**src/rtl/cnn_pkg.sv**
```systemverilog
// Shared constants and types for the digit-recognition CNN datapath.
package cnn_pkg;

  localparam int unsigned IMG_W      = 28;
  localparam int unsigned IMG_H      = 28;
  localparam int unsigned IMG_PIX    = IMG_W * IMG_H;
  localparam int unsigned PIX_W      = 8;
  localparam int unsigned IMG_ADDR_W = 10;

  typedef logic [PIX_W-1:0] pix_t;

  typedef enum logic [1:0] {
    LOAD  = 2'd0,
    FLUSH = 2'd1,
    FULL  = 2'd2
  } img_ld_state_t;

endpackage

```
**src/rtl/img_loader.sv**
```systemverilog
// Pixel-stream front end: writes each accepted pixel into both image memory copies and
// hands a complete frame to the CNN. Define IMG_LOADER_BINARIZE_EN to threshold pixels to 0/all-ones.
module img_loader
  import cnn_pkg::*;
#(
  parameter int unsigned IMG_W  = cnn_pkg::IMG_W,
  parameter int unsigned IMG_H  = cnn_pkg::IMG_H,
  parameter int unsigned PIX_W  = cnn_pkg::PIX_W,
  parameter int unsigned ADDR_W = cnn_pkg::IMG_ADDR_W
`ifdef IMG_LOADER_BINARIZE_EN
  ,
  parameter int unsigned THRESH = 128
`endif
) (
  input  logic              clk,
  input  logic              reset,
  input  logic              s_valid,
  output logic              s_ready,
  input  logic [PIX_W-1:0]  s_data,
  input  logic              s_last,
  output logic              mem0_we,
  output logic [ADDR_W-1:0] mem0_addr,
  output logic [PIX_W-1:0]  mem0_data,
  output logic              mem1_we,
  output logic [ADDR_W-1:0] mem1_addr,
  output logic [PIX_W-1:0]  mem1_data,
  output logic              img_valid,
  input  logic              img_release,
  output logic              err_short,
  output logic              err_long,
  output logic [7:0]        frame_cnt
);

  localparam logic [ADDR_W-1:0] LAST_IDX = ADDR_W'(IMG_W * IMG_H - 1);

  img_ld_state_t     r_state;
  logic [ADDR_W-1:0] r_pix_idx;
  logic              r_we;
  logic [ADDR_W-1:0] r_addr;
  logic [PIX_W-1:0]  r_data;
  logic              r_img_valid;
  logic              r_err_short;
  logic              r_err_long;
  logic [7:0]        r_frame_cnt;
  logic [PIX_W-1:0]  w_wdata;

`ifdef IMG_LOADER_BINARIZE_EN
  assign w_wdata = (32'(s_data) >= THRESH) ? '1 : '0;
`else
  assign w_wdata = s_data;
`endif

  always_ff @(posedge clk) begin
    if (reset) begin
      r_state     <= LOAD;
      r_pix_idx   <= '0;
      r_we        <= 1'b0;
      r_addr      <= '0;
      r_data      <= '0;
      r_img_valid <= 1'b0;
      r_err_short <= 1'b0;
      r_err_long  <= 1'b0;
      r_frame_cnt <= '0;
    end else begin
      r_we        <= 1'b0;
      r_err_short <= 1'b0;
      r_err_long  <= 1'b0;
      case (r_state)
        LOAD: begin
          if (s_valid) begin
            r_we   <= 1'b1;
            r_addr <= r_pix_idx;
            r_data <= w_wdata;
            if (r_pix_idx == LAST_IDX) begin
              r_pix_idx  <= '0;
              r_state    <= FLUSH;
              r_err_long <= ~s_last;
            end else if (s_last) begin
              r_pix_idx   <= '0;
              r_err_short <= 1'b1;
            end else begin
              r_pix_idx <= r_pix_idx + 1'b1;
            end
          end
        end
        FLUSH: r_state <= FULL;
        FULL: begin
          // img_valid is raised one edge after entering FULL so it follows the final
          // memory write; a release is honoured only once the image has been published.
          if (!r_img_valid) begin
            r_img_valid <= 1'b1;
            r_frame_cnt <= r_frame_cnt + 8'd1;
          end else if (img_release) begin
            r_img_valid <= 1'b0;
            r_state     <= LOAD;
          end
        end
        default: r_state <= LOAD;
      endcase
    end
  end

  assign s_ready   = (r_state == LOAD);
  assign mem0_we   = r_we;
  assign mem0_addr = r_addr;
  assign mem0_data = r_data;
  assign mem1_we   = r_we;
  assign mem1_addr = r_addr;
  assign mem1_data = r_data;
  assign img_valid = r_img_valid;
  assign err_short = r_err_short;
  assign err_long  = r_err_long;
  assign frame_cnt = r_frame_cnt;

endmodule

```
**config.mk**
```make
export PLATFORM = sky130hd
export DESIGN_NAME = img_loader
export DESIGN_NICKNAME = d
export VERILOG_FILES = /design/src/rtl/cnn_pkg.sv /design/src/rtl/img_loader.sv
export SDC_FILE = /design/constraint.sdc
export NUM_CORES = 1
export LEC_CHECK = 0
export ABC_AREA = 1
export ABC_CLOCK_PERIOD_IN_PS = 1800
export BUFFER_PORTS_ARGS = -buffer_cell sky130_fd_sc_hd__buf_2
export CAP_MARGIN = 20
export CORE_UTILIZATION = 40
export CTS_CLUSTER_DIAMETER = 30
export DETAILED_ROUTE_END_ITERATION = 8
export PLACE_DENSITY_LB_ADDON = 0.1
export SKIP_LAST_GASP = 1
export SYNTH_ARGS = -nofsm -noshare
export SYNTH_HDL_FRONTEND = slang
export SYNTH_SLANG_ARGS = --single-unit
```
**constraint.sdc**
```tcl
create_clock -name clk -period 1.8 [get_ports clk]
set_clock_uncertainty 0.15 [all_clocks]
set_input_delay 0 -clock clk [delete_from_list [all_inputs] [get_ports clk]]
set_output_delay 0 -clock clk [all_outputs]
set_load 0.05 [all_outputs]
```
==> impl_results.rst, run 1 <==
.. list-table::
   :header-rows: 1

   * - Metric
     - Value
   * - Die Ht
     - ~70 µm
   * - Violation count after the first detailed-routing iteration
     - between 90 and 100
   * - Number of CTS-inserted buffers
     - 5
   * - Internal
     - roughly 1300 µW
   * - Proportion of synthesized area in mux cells
     - 0%
   * - Reg area
     - roughly 840 µm²
   * - Avg Synthesized Cell Area
     - approximately 7.7 µm²
   * - Count of H-tree levels built during CTS
     - 2
   * - Starting utilization of the core area
     - a little over two fifths
   * - Synth Cell Area
     - ~1800 µm²
   * - NumNets Final
     - roughly 310
   * - Post-DRT Antenna Nets
     - 0
   * - PostCTS Resize Cnt
     - 0
   * - Worst path setup slack after routing
     - approximately 0.24 ns
   * - Cell area power density
     - approximately 800 nW/µm²
   * - Clk Latency, worst-skew pair
     - around 0.28 ns
   * - Cell count after synthesis
     - roughly 240
   * - Synth Warn #
     - 0
   * - Number of hold violations in the final report
     - 0
   * - Num Clock Sinks
     - 42
   * - Achievable frequency
     - about 640 MHz
   * - Number of failing setup endpoints in the final timing report
     - 0
   * - R2R cell count
     - 6
   * - Final Cycle Share
     - ~87%
   * - Count of input and output buffers
     - 62
   * - Net switching power figure
     - 513 µW
   * - Largest family of logic cells by synthesized area
     - simple AND/OR/NAND/NOR gates
   * - Die Width
     - ~70 µm
   * - Count of filler cells inserted in the layout
     - 440
   * - Worst-case vdd ir drop
     - approximately 0.00046 V
   * - Core region area
     - ~4400 µm²
   * - Min-Delay Path Class
     - input pin to register
   * - Router iterations before antenna repair
     - 4
   * - Wire length of the first global-routing pass
     - 6.44 mm
   * - Largest net degree at the start of global routing
     - 19
   * - Total gr overflow
     - 0
   * - Total number of vias
     - about 1600
   * - Net count after synthesis
     - between 200 and 300
   * - Routed len/inst
     - approximately 11 µm
   * - Fraction of power spent switching nets
     - ~28%
   * - Portion of total power attributed to the clock network
     - a little under a third
   * - Actual transition at the worst max-transition pin
     - 0.457 ns
   * - Antenna violations before repair
     - 0
   * - HPWL after DPL
     - approximately 2.8 mm
   * - Post-Route Hold Slack
     - ~0.013 ns
   * - Sequential Power Share
     - 53.6%
   * - Routability congestion estimate from global placement
     - 0.802
   * - Final period demand of the worst path
     - around 1.6 ns
   * - Most used DFF post-synth
     - sky130_fd_sc_hd__dfxtp_1
   * - Average vias per placed instance
     - ~4.6
   * - Worst-path clk slew
     - approximately 0.070 ns
   * - Vias in the first global route
     - about 1500
   * - # rows
     - 24
   * - Async set or reset register ratio after synthesis
     - 0%
   * - Number of design rule violations left after detail routing
     - 0
   * - Final antenna diode count
     - 0
   * - DRT Wirelength
     - around 3.9 mm
   * - Fraction of final layout cells sized beyond drive strength 1
     - between 20% and 30%
   * - Simple-gate share of the synthesized area
     - 28.6%
   * - Sequential-to-total area share from yosys stat
     - 45.7%
   * - Post-Synth Adder-Cell Area
     - under 10%
   * - Final core occ
     - about half
   * - CP Data Arrival Time
     - ~1.6 ns
   * - Kind of end point of the critical path
     - register
   * - Total Routing Usage GR
     - 16.9%
   * - Sum Neg Setup Slack
     - 0 ns
   * - Setup repair after global routing missed its margin
     - false
   * - Overall die area
     - just under 5000 µm²
   * - I/O pin count
     - 63
   * - WP data required
     - 1.83 ns
   * - Hold Path Stages
     - 4
   * - Relative slew slack
     - just under 70%
   * - Number of max-slew violations in the final report
     - 0
   * - Number of enable-type register cells in the synthesized netlist
     - 0
   * - Clk buf depth
     - 2
   * - Postcts setup bufs
     - 0
   * - Combinational cell fraction of total power
     - 15.8%
   * - Sort of element at the start of the critical path
     - register
   * - Leak
     - around 0.0011 µW
   * - Area growth from synthesis to layout
     - 22.5%
   * - Yosys cell types
     - 30
   * - Synth Area in Compound Gates
     - slightly below 9%
   * - Crit Path Category
     - register to register
   * - Total of max-cap violations
     - 0
   * - Max Fanout on Critical Path
     - 18
   * - Xor and xnor area share after synthesis
     - 1.90%
   * - CTS tree
     - done
   * - Worst setup slack before clock tree synthesis
     - between 0.2 and 0.25 ns
   * - Register bit total from synthesis
     - between 40 and 50
   * - Clock root cell
     - sky130_fd_sc_hd__clkbuf_8
   * - Multi-input combinational cell area
     - between 700 and 800 µm²
   * - Outcome
     - complete, no violations
-- area by class of cell --
cell class | count | area share (%)
tap | 52 | 2.89
clock buffer | 7 | 3.39
multi-input combinational | 152 | 33.3
sequential | 42 | 37.3
timing repair buffer | 77 | 20.0
inverter | 19 | 3.16
-- logic make-up (layout without fill, tap and decap cells) --
family                   Yosys count  after routing
AND/OR/NAND/NOR                  117            117
buffers and inverters             44            103
XOR/XNOR                           4              4
adder cells (fa/ha/maj)            2              2
flip-flops                        42             42
AO/OA/AOI/OAI                     29             29
-- power by group through the flow --
stage	clock [µW]	combinational, µW	sequential, µW
detailed placement	0	269	989
finish	553	285	967
global route	628	303	970
global placement	0	268	988
floorplan	0	155	1060
CTS	585	288	967
-- critical path: stages, from the launching register on --
cell	delay (ns)
sky130_fd_sc_hd__dfxtp_1	0.36
sky130_fd_sc_hd__nor2_4	0.14
sky130_fd_sc_hd__nand2_4	0.15
sky130_fd_sc_hd__inv_2	0.26
sky130_fd_sc_hd__nand2_1	0.15
sky130_fd_sc_hd__nand2_1	0.16
sky130_fd_sc_hd__nor2_1	0.07
-- worst paths after layout --
| check | slack (ns) | start | to |
|---|---|---|---|
| max | 0.24 | r_state[1] | r_pix_idx[7] |
| min | 0.01 | s_valid | mem0_addr[0] |
| max reg2reg | 0.24 | r_state[1] | r_pix_idx[7] |
| min reg2reg | 0.31 | frame_cnt[5] | frame_cnt[5] |
-- metal layers --
metal	vias to the layer above	wire, µm	GRT usage (%)
met1	704	1790	20.5
met4	0	51	7.78
met3	4	167	5.38
li1	867	-	-
met2	39	1870	27.0
met5	-	0	0
-- placed cells by master (no fill, tap or decap), drive strengths merged, types with 2 or more instances in the layout --
cell type and instances:
a211oi 2, a21oi 13, a22oi 2, buf 66, clkbuf 7, dfxtp 42
dlygate4sd3 11, ha 2, inv 19, nand2 57, nand3 22, nand4 2
nor2 29, nor3 4, o21ai 9, xnor2 2, xor2 2
-- cells in the mapped netlist (all sizes together) (3+ instances only) --
master / number / area [µm²]
clkbuf: 3 / 11.3
buf: 22 / 166
a21oi: 13 / 65.1
nor3: 4 / 25.0
o21ai: 9 / 45.0
nor2: 29 / 134
nand3: 22 / 110
inv: 19 / 71.3
nand2: 57 / 224
dfxtp: 42 / 841
-- flip-flops by register name, summed over array words and instances (netlist names) --
name       cells
img_valid      1
mem0_addr     10
err_long       1
mem0_data      8
r_pix_idx     10
mem0_we        1
frame_cnt      8
r_state        2
err_short      1
-- stage by stage --
step                      instances  power, µW  instance area (µm²)
after detailed placement        331       1260                 2070
final                           349       1810                 2250
after global placement          331       1260                 2070
after floorplan                 238       1220                 1840
after global routing            349       1900                 2250
after CTS                       349       1840                 2250
-- timing repair --
item,in CTS,in global routing
hold buffers,11,0
hold endpoints to repair,24,0
setup endpoints to repair,0,0
No activity file was read; power rests on OpenSTA's default activity.
==> run 2, diff against run 1 <==
--- a/config.mk
+++ b/config.mk
@@ -9,7 +9,9 @@
 export ABC_CLOCK_PERIOD_IN_PS = 1800
 export BUFFER_PORTS_ARGS = -buffer_cell sky130_fd_sc_hd__buf_2
 export CAP_MARGIN = 20
-export CORE_UTILIZATION = 40
+export CELL_PAD_IN_SITES_DETAIL_PLACEMENT = 2
+export CELL_PAD_IN_SITES_GLOBAL_PLACEMENT = 2
+export CORE_UTILIZATION = 27
 export CTS_CLUSTER_DIAMETER = 30
 export DETAILED_ROUTE_END_ITERATION = 8
 export PLACE_DENSITY_LB_ADDON = 0.1
==> impl_results.rst, run 2 (synthesis results as in run 1) <==
.. list-table::
   :header-rows: 1

   * - Metric
     - Value
   * - Outcome
     - finished, violations left
   * - Violated checks
     - DRC
   * - DRT Wirelength
     - 5.05 mm (+30%)
   * - Leak
     - 0.00110 µW (+3.3%)
   * - Sum of met3 wire segment lengths after detailed routing
     - 166 µm (-0.60%)
   * - Number of max-slew violations in the final report
     - 0 (unchanged)
   * - Antenna violations before repair
     - 0 (unchanged)
   * - Average vias per placed instance
     - 4.58 (-0.86%)
   * - Count of input and output buffers
     - 62 (unchanged)
   * - WP data required
     - 1.84 ns (about the same)
   * - Relative slew slack
     - 76.3% (+6.8 points)
   * - PostCTS Resize Cnt
     - 0 (unchanged)
   * - Wire length of the first global-routing pass
     - 8.45 mm (+31%)
   * - Num Clock Sinks
     - 42 (unchanged)
   * - Die Width
     - 84.5 µm (+21%)
   * - Routed met1 length
     - 2.35 mm (+31%)
   * - Final antenna diode count
     - 0 (unchanged)
   * - Sort of element at the start of the critical path
     - register
   * - # rows
     - 29 (+21%)
   * - Setup repair after global routing missed its margin
     - false
   * - Vias in the first global route
     - 1757 (+21%)
   * - Sum Neg Setup Slack
     - 0 ns (unchanged)
   * - Crit Path Category
     - register to register
   * - Highest routed metal layer
     - met4
   * - Worst-path clk slew
     - 0.08 ns (about the same)
   * - Achievable frequency
     - 597 MHz (-7.0%)
   * - Leading cell type in the layout, fill and taps excluded
     - sky130_fd_sc_hd__buf_2
   * - Worst path setup slack after routing
     - 0.124 ns (-0.117 ns)
   * - Min-Delay Path Class
     - input pin to register
   * - Number of hold violations in the final report
     - 0 (unchanged)
   * - Die Ht
     - 84.5 µm (+21%)
   * - Kind of end point of the critical path
     - register
   * - Violation count after the first detailed-routing iteration
     - 32 (-67%)
   * - Number of failing setup endpoints in the final timing report
     - 0 (unchanged)
   * - Routability congestion estimate from global placement
     - 0.723 (-9.8%)
   * - Count of H-tree levels built during CTS
     - 2 (unchanged)
   * - CTS tree
     - done
   * - Postcts setup bufs
     - 0 (unchanged)
   * - Post-DRT Antenna Nets
     - 0 (unchanged)
   * - Overall die area
     - 7150 µm² (+47%)
   * - Total number of vias
     - 1733 (+7.4%)
   * - Final period demand of the worst path
     - 1.68 ns (+0.117 ns)
   * - I/O pin count
     - 63 (unchanged)
   * - Largest net degree at the start of global routing
     - 18 (-1)
   * - Total of max-cap violations
     - 0 (unchanged)
   * - Total gr overflow
     - 0 (unchanged)
   * - Number of design rule violations left after detail routing
     - 4 (+4)
   * - Worst setup slack before clock tree synthesis
     - 0.166 ns (-0.0771 ns)
   * - Routed len/inst
     - 13.4 µm (+20%)
   * - Max Fanout on Critical Path
     - 5 (-13)
   * - CP Data Arrival Time
     - 1.72 ns (+0.13 ns)
   * - Total Routing Usage GR
     - 15.1% (-1.7 points)
   * - Clk buf depth
     - 2 (unchanged)
   * - HPWL after DPL
     - 3.79 mm (+38%)
   * - Actual transition at the worst max-transition pin
     - 0.353 ns (-0.104 ns)
   * - Router iterations before antenna repair
     - 8 (+4)
   * - NumNets Final
     - 315 (+0.96%)
   * - Number of CTS-inserted buffers
     - 5 (unchanged)
   * - Area growth from synthesis to layout
     - 27.6%
   * - Leading cell types in the layout, fill and taps excluded
     - 62 x sky130_fd_sc_hd__buf_2, 55 x sky130_fd_sc_hd__nand2_1, 42 x sky130_fd_sc_hd__dfxtp_1
   * - Clk Latency, worst-skew pair
     - 0.30 ns (+0.02 ns)
   * - Starting utilization of the core area
     - 28.5% (-13 points)
   * - Final Cycle Share
     - 93.1% (+6.5 points)
   * - Core region area
     - 6460 µm² (+47%)
   * - Clock root cell
     - sky130_fd_sc_hd__clkbuf_8
   * - Fraction of final layout cells sized beyond drive strength 1
     - 27.9% (+0.97 points)
   * - Met2 wire len
     - 2.47 mm (+32%)
   * - Cell area power density
     - 847 nW/µm² (+5.7%)
   * - Worst-case vdd ir drop
     - 0.000276 V (-39%)
-- run 2: changes by cell type in the layout (fill, tap and decap cells not counted), sizes merged --
cell,previous run,this run
dlygate4sd3,11,13
buf,66,67
clkbuf,7,8
-- run 2: per-layer routing --
layer  up-vias  GRT usage, %
li1        869             -
met4         0          5.55
met2        34          26.2
met3         6          2.95
met1       824          18.6
met5         -             0
-- run 2: stage by stage --
| step | total power, µW | utilization, % | hold WS (ns) | cells | cell area (µm²) |
|---|---|---|---|---|---|
| after floorplan | 1220 | - | -0.0715 | 238 | 1840 |
| after global placement | 1270 | 32.6 | 0.0390 | 357 | 2110 |
| after detailed placement | 1270 | 32.6 | 0.0456 | 357 | 2110 |
| after CTS | 2020 | 36.3 | 0.263 | 378 | 2350 |
| after global routing | 2080 | 36.3 | 0.290 | 378 | 2350 |
| final | 1990 | 36.3 | 0.268 | 378 | 2350 |
-- run 2: worst paths after layout --
path / startpoint / endpoint / slack, ns / cells past startpoint
max reg2reg: r_state[0] / img_valid / 0.12 / 6
min: s_data[7] / mem0_data[7] / 0.27 / 4
min reg2reg: frame_cnt[5] / frame_cnt[5] / 0.33 / 2
max: r_state[0] / img_valid / 0.12 / 6
-- run 2: where the power goes --
| part | switching [µW] | leakage (µW) | internal, µW |
|---|---|---|---|
| sequential | 15.9 | 0.000341 | 952 |
| combinational | 219 | 0.000699 | 75.3 |
| clock | 337 | 0.0000575 | 388 |
-- run 2: cell type report --
cell class | instances | area, µm²
repair buffers | 80 | 478
flip-flops and latches | 42 | 841
clock buffers | 8 | 110
fillers | 780 | 4110
multi-input cells | 152 | 749
inverters | 19 | 71.3
well taps | 77 | 96.3
-- run 2: what timing repair did --
action                                  4_1_cts  5_1_grt
hold buffers                                 13        0
endpoints found under the setup margin        0        0
hold endpoints to repair                     25        0
-- run 2: worst max-delay path, cell delays in order (launching register included) --
cell                            delay (ns)
sky130_fd_sc_hd__dfxtp_1              0.38
sky130_fd_sc_hd__inv_1                0.09
sky130_fd_sc_hd__nand2_2              0.10
sky130_fd_sc_hd__nor2_4               0.06
sky130_fd_sc_hd__nor2_1               0.15
sky130_fd_sc_hd__a21oi_1              0.08
sky130_fd_sc_hd__dlygate4sd3_1        0.56
